File: config.mk
export PLATFORM = sky130hd
export DESIGN_NAME = bullet_hit_detect
export DESIGN_NICKNAME = d
export VERILOG_FILES = /design/src/rtl/tank_pkg.sv /design/src/rtl/tile_map.sv /design/src/rtl/bullet_hit_detect.sv
export SDC_FILE = /design/constraint.sdc
export NUM_CORES = 1
export LEC_CHECK = 0
export CAP_MARGIN = 0
export CORE_UTILIZATION = 35
export DETAILED_ROUTE_END_ITERATION = 8
export PLACE_DENSITY_LB_ADDON = 0.2
export SLEW_MARGIN = 20
export SYNTH_ARGS = -nofsm -noshare
export SYNTH_HDL_FRONTEND = slang
export SYNTH_SLANG_ARGS = --single-unit
File: constraint.sdc
create_clock -name frame_clk -period 7.1 [get_ports frame_clk]
set_clock_uncertainty 0.2 [all_clocks]
set_input_delay 1.42 -clock frame_clk [delete_from_list [all_inputs] [get_ports frame_clk]]
set_output_delay 1.42 -clock frame_clk [all_outputs]
set_load 0.005 [all_outputs]
File: src/rtl/tank_pkg.sv
// Shared tile-map types and constants for the tank game playfield.
package tank_pkg;

  localparam int unsigned TILE_SHIFT     = 5;
  localparam int unsigned MAP_W          = 20;
  localparam int unsigned MAP_H          = 15;
  localparam int unsigned MAP_N          = MAP_W * MAP_H;
  localparam int unsigned MAP_BITS       = 2 * MAP_N;
  localparam int unsigned DEFAULT_ROW    = 7;
  localparam int unsigned DEFAULT_BRICKS = 10;

  typedef enum logic [1:0] {
    TILE_EMPTY = 2'd0,
    TILE_BRICK = 2'd1,
    TILE_IRON  = 2'd2
  } tile_t;

  // Row 7: bricks at cols 4..8 and 11..15, iron at col 10.
  function automatic logic [MAP_BITS-1:0] build_default_map();
    logic [MAP_BITS-1:0] m;
    m = '0;
    for (int unsigned c = 4; c <= 8; c++)
      m[2*(DEFAULT_ROW*MAP_W+c) +: 2] = 2'(TILE_BRICK);
    for (int unsigned c = 11; c <= 15; c++)
      m[2*(DEFAULT_ROW*MAP_W+c) +: 2] = 2'(TILE_BRICK);
    m[2*(DEFAULT_ROW*MAP_W+10) +: 2] = 2'(TILE_IRON);
    return m;
  endfunction

  localparam logic [MAP_BITS-1:0] DEFAULT_MAP = build_default_map();

  function automatic logic pix_in_map(input logic [9:0] x, input logic [9:0] y);
    return (x < 10'(MAP_W << TILE_SHIFT)) && (y < 10'(MAP_H << TILE_SHIFT));
  endfunction

  function automatic logic [8:0] pix_to_index(input logic [9:0] x, input logic [9:0] y);
    return 9'(y >> TILE_SHIFT) * 9'(MAP_W) + 9'(x >> TILE_SHIFT);
  endfunction

endpackage

File: src/rtl/tile_map.sv
// Destructible tile storage: one clear-to-empty write port, default-load strobe,
// and two pixel-addressed combinational read ports.
module tile_map
  import tank_pkg::*;
(
  input  logic       i_clk,
  input  logic       i_load,
  input  logic       i_clr,
  input  logic [9:0] i_clr_x,
  input  logic [9:0] i_clr_y,
  input  logic [9:0] i_bul_x,
  input  logic [9:0] i_bul_y,
  output tile_t      o_bul_tile,
  input  logic [9:0] i_drw_x,
  input  logic [9:0] i_drw_y,
  output tile_t      o_drw_tile
);

  logic [MAP_BITS-1:0] r_map;
  logic [8:0]          w_clr_idx;
  logic [8:0]          w_bul_idx;
  logic [8:0]          w_drw_idx;

  assign w_clr_idx = pix_to_index(i_clr_x, i_clr_y);
  assign w_bul_idx = pix_to_index(i_bul_x, i_bul_y);
  assign w_drw_idx = pix_to_index(i_drw_x, i_drw_y);

  always_ff @(posedge i_clk) begin
    if (i_load)
      r_map <= DEFAULT_MAP;
    else if (i_clr && pix_in_map(i_clr_x, i_clr_y))
      r_map[{w_clr_idx, 1'b0} +: 2] <= 2'(TILE_EMPTY);
  end

  // Pixels outside the 640x480 field read as empty.
  always_comb begin
    o_bul_tile = TILE_EMPTY;
    o_drw_tile = TILE_EMPTY;
    if (pix_in_map(i_bul_x, i_bul_y))
      o_bul_tile = tile_t'(r_map[{w_bul_idx, 1'b0} +: 2]);
    if (pix_in_map(i_drw_x, i_drw_y))
      o_drw_tile = tile_t'(r_map[{w_drw_idx, 1'b0} +: 2]);
  end

endmodule

File: src/rtl/bullet_hit_detect.sv
// Bullet collision feedback for the bullet engine; owns the tile map,
// remaining-brick count and the target tank's lives.
module bullet_hit_detect
  import tank_pkg::*;
#(
  parameter int unsigned LIVES_INIT = 3
) (
  input  logic       frame_clk,
  input  logic       Reset_n,
  input  logic       gamebegin_on,
  input  logic       gaming_on,
  input  logic       Is_bullet_on,
  input  logic [9:0] BulletX,
  input  logic [9:0] BulletY,
  input  logic [9:0] BulletS,
  input  logic [9:0] BulletX_Motion,
  input  logic [9:0] BulletY_Motion,
  input  logic [9:0] TankX,
  input  logic [9:0] TankY,
  input  logic [9:0] TankS,
  input  logic [9:0] DrawX,
  input  logic [9:0] DrawY,
  output logic       HitWall,
  output logic       HitIron,
  output logic       BulletHittank,
  output logic [1:0] TileType,
  output logic [1:0] Lives,
  output logic       tank_dead,
  output logic [8:0] brick_count
);

  logic        r_armed;
  logic [1:0]  r_lives;
  logic        r_tank_dead;
  logic [8:0]  r_brick_count;

  logic [9:0]  w_nx;
  logic [9:0]  w_ny;
  logic        w_reload;
  logic        w_qual;
  logic        w_tank_raw;
  logic        w_any_hit;
  tile_t       w_bul_tile;
  tile_t       w_drw_tile;

  logic signed [11:0] w_dx;
  logic signed [11:0] w_dy;
  logic signed [11:0] w_adx;
  logic signed [11:0] w_ady;
  logic signed [11:0] w_reach;

  // The bullet engine tests the same next point, so hits land on entry.
  assign w_nx = BulletX + BulletX_Motion;
  assign w_ny = BulletY + BulletY_Motion;

  assign w_reload = !Reset_n || gamebegin_on;
  assign w_qual   = Reset_n && !gamebegin_on && gaming_on && Is_bullet_on && r_armed;

  assign w_dx    = $signed({2'b00, w_nx}) - $signed({2'b00, TankX});
  assign w_dy    = $signed({2'b00, w_ny}) - $signed({2'b00, TankY});
  assign w_adx   = w_dx[11] ? -w_dx : w_dx;
  assign w_ady   = w_dy[11] ? -w_dy : w_dy;
  assign w_reach = $signed({2'b00, TankS}) + $signed({2'b00, BulletS});
  assign w_tank_raw = (w_adx <= w_reach) && (w_ady <= w_reach);

  // Tank wins over iron, iron over brick; at most one output is high.
  assign BulletHittank = w_qual && w_tank_raw;
  assign HitIron       = w_qual && !w_tank_raw && (w_bul_tile == TILE_IRON);
  assign HitWall       = w_qual && !w_tank_raw && (w_bul_tile == TILE_BRICK);
  assign w_any_hit     = BulletHittank || HitIron || HitWall;

  tile_map u_tile_map (
    .i_clk      (frame_clk),
    .i_load     (w_reload),
    .i_clr      (HitWall),
    .i_clr_x    (w_nx),
    .i_clr_y    (w_ny),
    .i_bul_x    (w_nx),
    .i_bul_y    (w_ny),
    .o_bul_tile (w_bul_tile),
    .i_drw_x    (DrawX),
    .i_drw_y    (DrawY),
    .o_drw_tile (w_drw_tile)
  );

  always_ff @(posedge frame_clk) begin
    if (w_reload) begin
      r_armed       <= 1'b1;
      r_lives       <= 2'(LIVES_INIT);
      r_tank_dead   <= 1'b0;
      r_brick_count <= 9'(DEFAULT_BRICKS);
    end else begin
      if (HitWall && (r_brick_count != 9'd0))
        r_brick_count <= r_brick_count - 9'd1;
      // Lives saturate at zero; the bullet still stops on a dead tank.
      if (BulletHittank && (r_lives != 2'd0)) begin
        r_lives <= r_lives - 2'd1;
        if (r_lives == 2'd1)
          r_tank_dead <= 1'b1;
      end
      if (w_any_hit)
        r_armed <= 1'b0;
      else if (!Is_bullet_on)
        r_armed <= 1'b1;
    end
  end

  assign TileType    = 2'(w_drw_tile);
  assign Lives       = r_lives;
  assign tank_dead   = r_tank_dead;
  assign brick_count = r_brick_count;

endmodule
# Word-level counts from Yosys, hierarchy flattened
# Cells that the tools add are included.
# word_totals
elab_cells	63
reg_bits	613
# op_classes
n_addsub	12
n_shift	4
magnitude_cmp	6
mux	7
eq_ne	4
n_reduce_logical	23
multipliers	2
# op_table
cell	count
indexed part select 600 x 11 -> 2 bit	2
bitwise mux 600 bit	1
variable shift 2 x 12 -> 600 bit (first input constant)	1
indexed part select 2 x 12 -> 600 bit (first input constant)	1
less-or-equal comparator 12 bit	2
2-to-1 mux 12 bit	2
negator 11 -> 12 bit	2
subtractor 10 x 10 -> 11 bit	2
adder 10 bit	2
< comparator 10 bit (second input constant)	2
< comparator 10 x 9 -> 1 bit (second input constant)	2
adder 9 x 5 -> 9 bit	2
logical AND 1 bit	14
multiplier 5 x 3 -> 7 bit (second input constant)	2
negator 10 -> 12 bit	1
adder 10 x 10 -> 11 bit	1
nonzero test 9 bit	1
subtractor 9 x 1 -> 9 bit (second input constant)	1
equality test 2 x 1 -> 1 bit (second input constant)	2
2-to-1 mux 2 bit	2
zero test 1 bit	3
logical OR 1 bit	3
equality test 2 bit (second input constant)	1
2-to-1 mux 1 bit	2
other kinds (4)	4

# Logic depth before layout (Yosys ltp)
# Gate-level depths: netlist (run 1).
# logic_depth
depth_word	12
mapped_depth	27
ltp_nobuf	25

# Cells and area by module
# From an unflattened synthesis (run 1), not the netlist that was laid out.
# unflattened
hier_cells	698
hier_area_um2	5545.3
# by_module_without_submodules
mod	area_per_inst_um2	instances	cells_each
bullet_hit_detect	3527.1	1	455
tile_map	2018.2	1	243

# Worst setup path after synthesis (run 1)
# No wires, ideal clock.
# synth_timing
path_kind	input to output
startpoint	input BulletY[0]
endpoint	output HitIron
required_time_ns	5.480
arrival_time_ns	5.794
cell_stages	21
slack_ns	-0.314
path_cell_list	ha_1 -> inv_1 -> fa_1 -> nand2b_1 -> a21oi_1 -> a21oi_1 -> ha_1 -> and2_1 -> a31oi_1 -> nor2b_1 -> xnor2_1 -> or4_1 -> o31ai_1 -> xor2_1 -> ha_1 -> nand4_1 -> o311ai_0 -> a21oi_1 -> nor4_1 -> nand2_1 -> nor3_1
# synth_via
elab_chain_len	9
# synth_rtl
item	line_no	text
from (decl)	bullet_hit_detect.sv:14	input logic [9:0] BulletY,
adder 10 bit (*)	bullet_hit_detect.sv:54	assign w_ny = BulletY + BulletY_Motion;
branches (longest 7 deep; another with adder 9 x 5 -> 9 bit)	n/a	
logical AND 1 bit (*)	bullet_hit_detect.sv:68	assign HitIron = w_qual && !w_tank_raw && (w_bul_tile == TILE_IRON);
to (decl)	bullet_hit_detect.sv:24	output logic HitIron,
# Every way passes the cells marked *.

# Worst setup path after layout (run 1)
# layout_timing
startpoint	input BulletX[4]
endpoint	output HitIron
# layout_via
elab_chain_len	9
# layout_rtl
item	line_no	text
from (decl)	bullet_hit_detect.sv:13	input logic [9:0] BulletX,
adder 10 bit (*)	bullet_hit_detect.sv:53	assign w_nx = BulletX + BulletX_Motion;
subtractor 10 x 10 -> 11 bit	bullet_hit_detect.sv:59	assign w_dx = $signed({2'b00, w_nx}) - $signed({2'b00, TankX});
negator 11 -> 12 bit	bullet_hit_detect.sv:61	assign w_adx = w_dx[11] ? -w_dx : w_dx;
2-to-1 mux 12 bit	bullet_hit_detect.sv:61	
less-or-equal comparator 12 bit	bullet_hit_detect.sv:64	assign w_tank_raw = (w_adx <= w_reach) && (w_ady <= w_reach);
logical AND 1 bit	bullet_hit_detect.sv:64	
zero test 1 bit	bullet_hit_detect.sv:68	
logical AND 1 bit	bullet_hit_detect.sv:68	
logical AND 1 bit (*)	bullet_hit_detect.sv:68	
# Mark *: on every way between the ends. The rest lies on a longest branch, timed or not.

==> metrics.md, run 1 <==
| Metric | Value |
|---|---|
| Status | `finished, violations left` |
| Failing checks | `setup timing` |
| Post-Place Cells | `1,116` |
| Non-filler cells in the finished layout | `1,167` |
| Most frequent cell after synthesis | `ha_1` |
| Critical path type | `primary input to output pin` |
| CTS tree | `done` |
| Crit-path cells | `dlygate4sd2_1 > ha_4 > a21oi_4 > nand2_2 > o211ai_1 > nand2_1 > a21o_1 > a21oi_2 > xor2_2 > ha_4 > a21o_1 > a31o_4 > a31oi_4 > xnor2_1 > ha_1 > nand4_1 > o21ai_1 > o21ai_1 > a21oi_2 > a21oi_4 > nor4_4 > nand2_1 > nor3_2 > buf_2` |
| Worst hold path class | `register to register` |
| Cells after Synth | `691` |
| Root Buffer | `clkbuf_16` |
| WHS Endpoint | `tank_dead` |
| Final setup TNS | `-0.616 ns` |
| Area Growth Syn to Fin | `67.5%` |
| I/O Pins | `122` |
| FF+latch count, synth | `24` |
| Synth Area in Adders | `25.8%` |
| GRT overflow | `0` |
| Synth top cells by count | `ha_1, nor2_1, inv_1` |
| Pins over their slew limit | `0` |
| Core outline area | `14,600 sq um` |
| Fmax | `135 MHz` |
| Distinct cell type count after synthesis | `76` |
| Area share of the largest cell type after synthesis | `22.4%` |
| Hold Crit Start | `tank_dead` |
| Die X | `125 um` |
| Ys flop type | `dfxtp_1` |
| Max-Cap Viols | `0` |
| Async S/R FF share, synth | `0%` |
| Global-route wire length before repair | `27.4 mm` |
| Slowest cell on the critical path | `ha_1` |
| Hold Crit Depth | `2` |
| Final Util | `60.4%` |
| Detail Placement HPWL | `12.4 mm` |
| GR Util All Layers | `20.6%` |
| RSZ-0062 raised after global routing | `yes` |
| Post-layout nets | `1,192` |
| Fin worst setup slack | `-0.282 ns` |
| IO Port Bufs | `111` |
| XOR/XNOR Fraction of Synth Area | `11.8%` |
| Crit path DAT | `5.76 ns` |
| Buf/Inv on CP | `2` |
| Hold Vio Cnt, Final | `0` |
| Final RePlAce weighted congestion | `0.874` |
| Slew @ Worst Pin | `0.856 ns` |
| RR Endpoint | `brick_count[4]` |
| Final setup fails | `3` |
| Reg2Reg Setup Slack | `4.66 ns` |
| FF+latch area | `480 sq um` |
| Initial antenna violation count | `0` |
| CP peak stage delay | `0.30 ns` |
| Syn Nets | `899` |
| H-tree lvl count | `1` |
| Biggest area consumer among synthesized cells | `ha_1` |
| Wire length per cell | `13.9 um` |
| Remaining DRCs | `0` |
| Fin crit period | `7.38 ns` |
| P per Cell Area | `235 nW/um^2` |
| Max Fanout on Critical Path | `6` |
| Cts hold-fix bufs | `0` |
| Via count | `6,042` |
| Antenna fix cells | `0` |
| Synth Area per Inst | `7.61 sq um` |
| Leak pwr | `4.00 nW` |
| Clk buf depth | `2` |
| Seq/Total Area, Yosys | `9.14%` |
| Clock Sinks | `24` |
| Final wirelength | `16.2 mm` |
| Largest delay contributor family on the critical path | `compound AO/OA/AOI/OAI gates` |
| Total of warnings raised by yosys | `0` |
| Later-pin clock latency in the skew report | `0.26 ns` |
| Synth Cell Area | `5260 sq um` |
| Remaining antenna violation count after routing | `0` |
| Initial core utilization | `36.0%` |
| Final Cycle Share | `104%` |
| Layout cells sized above 1 | `34.7%` |
| Vias per cell | `5.18` |
| Worst Reg-to-Reg Cells | `8` |
| Setup crit end kind | `output pin` |
| Largest net degree at the start of global routing | `22` |
| CP Launch Type | `primary input` |
| Initial DRC count | `186` |
| Synth Area in Compound Gates | `21.0%` |
| Post-Synth Simple-Gate Area | `23.8%` |
| Die area | `15,500 sq um` |
| Crit path required time | `5.48 ns` |
| Rows | `44` |
| Vias in the first global route | `6,246` |
| Cts bufs inserted | `3` |
| Fillers | `1,255` |
| Area taken by multi-input logic gates | `5250 sq um` |
| Multiplexer area fraction after synthesis | `2.81%` |
| EDFF count, synth | `0` |
| Slew headroom | `42.9%` |
| RR Startpoint | `u_tile_map.r_map[288]` |
| Main combinational cell family by area after synthesis | `adder cells` |
| Main area contributors after synthesis | `ha_1, dfxtp_1, xnor2_1` |
| Overall power | `2.07 mW` |
| Worst vdd ir | `0.111 mV` |
| DIE HEIGHT | `125 um` |
| Clock-pin slew on the worst setup and hold paths | `0.06 ns` |
| Router iterations before antenna repair | `4` |
## layout by cell type, fill, tap and decap left out, drive strengths merged, types with 5 or more instances in the layout
master         count
buf              199
ha                94
clkdlybuf4s50     82
nor2              69
inv               60
a21oi             55
xnor2             46
nand2             41
o21ai             32
dfxtp             24
xor2              24
nand3             22
nor3              20
nor2b             19
dlygate4sd2       15
nand2b            15
a21o              13
o211ai             9
a31oi              9
or3                9
fa                 9
mux2i              8
or4                8
a211oi             8
nand4              7
and2               7
o21bai             6
a41oi              6
nor4               5
## cell families (layout without fill, tap and decap cells)
logic type	after synthesis	in the layout
AO/OA/AOI/OAI	169	170
buffers and inverters	72	363
adder cells (fa/ha/maj)	103	103
XOR/XNOR	70	70
AND/OR/NAND/NOR	241	241
flip-flops	24	24
multiplexers	12	12
## worst max path at each step
stage / from / end / slack [ns] / depth (start not counted)
detailed placement: BulletX[0] / HitIron / -1.36 / 25
finish: BulletX[4] / HitIron / -0.28 / 24
global placement: BulletX[0] / HitIron / -1.16 / 25
global route: BulletX[4] / HitIron / -0.45 / 24
floorplan: BulletY[0] / HitIron / -0.01 / 18
CTS: BulletX_Motion[0] / HitIron / -0.24 / 25
## area by class of cell
| type | count | area share, % |
|---|---|---|
| multi-input cells | 596 | 59.6 |
| repair buffers | 299 | 28.5 |
| flip-flops and latches | 24 | 5.46 |
| well taps | 184 | 2.61 |
| inverters | 60 | 2.56 |
| clock buffers | 3 | 0.853 |
| clock inverters | 1 | 0.341 |
## through the flow
step,instance area (sq um),setup slack (ns),hold slack [ns]
after CTS,8540,-0.238,0.293
after floorplan,5300,-0.0103,0.260
after detailed placement,7630,-1.36,0.263
after global routing,8810,-0.450,0.326
after global placement,7630,-1.16,0.265
final,8810,-0.282,0.289
## repair_timing
action | 4_1_cts | 5_1_grt
endpoints found under the setup margin | 11 | 3
setup buffers | 42 | 6
gates resized for setup | 170 | 47
pin swaps | 91 | 39
cloned | 1 | 0
## state kept, by name (all words and copies together), names as in the netlist
| register | count |
|---|---|
| brick_count | 9 |
| Lives | 2 |
| u_tile_map.r_map | 11 |
| tank_dead | 1 |
| r_armed | 1 |
## layer usage
metal	up-vias	global-route usage (%)	wire (um)
li1	3083	-	-
met1	2817	24.3	6900
met2	111	39.5	8400
met3	31	1.98	576
met4	0	4.54	311
met5	-	0	0
## tightest hold or removal path, stage by stage, from the launching register on
cell and delay [ns]:
dfxtp_1 0.33, a21oi_1 0.04, nor2_1 0.08
## power by group
part	total (mW)	internal, mW	switching [mW]
Sequential	0.136	0.135	0.000623
Combinational	1.77	0.927	0.847
Clock	0.160	0.112	0.0484
Total	2.07	1.17	0.896
Power figures use the tool's default switching activity.
==> inputs of run 2 (changes only) <==
--- a/config.mk
+++ b/config.mk
@@ -9,7 +9,7 @@
 export CORE_UTILIZATION = 35
 export DETAILED_ROUTE_END_ITERATION = 8
 export PLACE_DENSITY_LB_ADDON = 0.2
-export SLEW_MARGIN = 20
+export SLEW_MARGIN = 5
 export SYNTH_ARGS = -nofsm -noshare
 export SYNTH_HDL_FRONTEND = slang
 export SYNTH_SLANG_ARGS = --single-unit
==> results of run 2 <==
Final layout, timing and power as in run 1 (identical DEF).
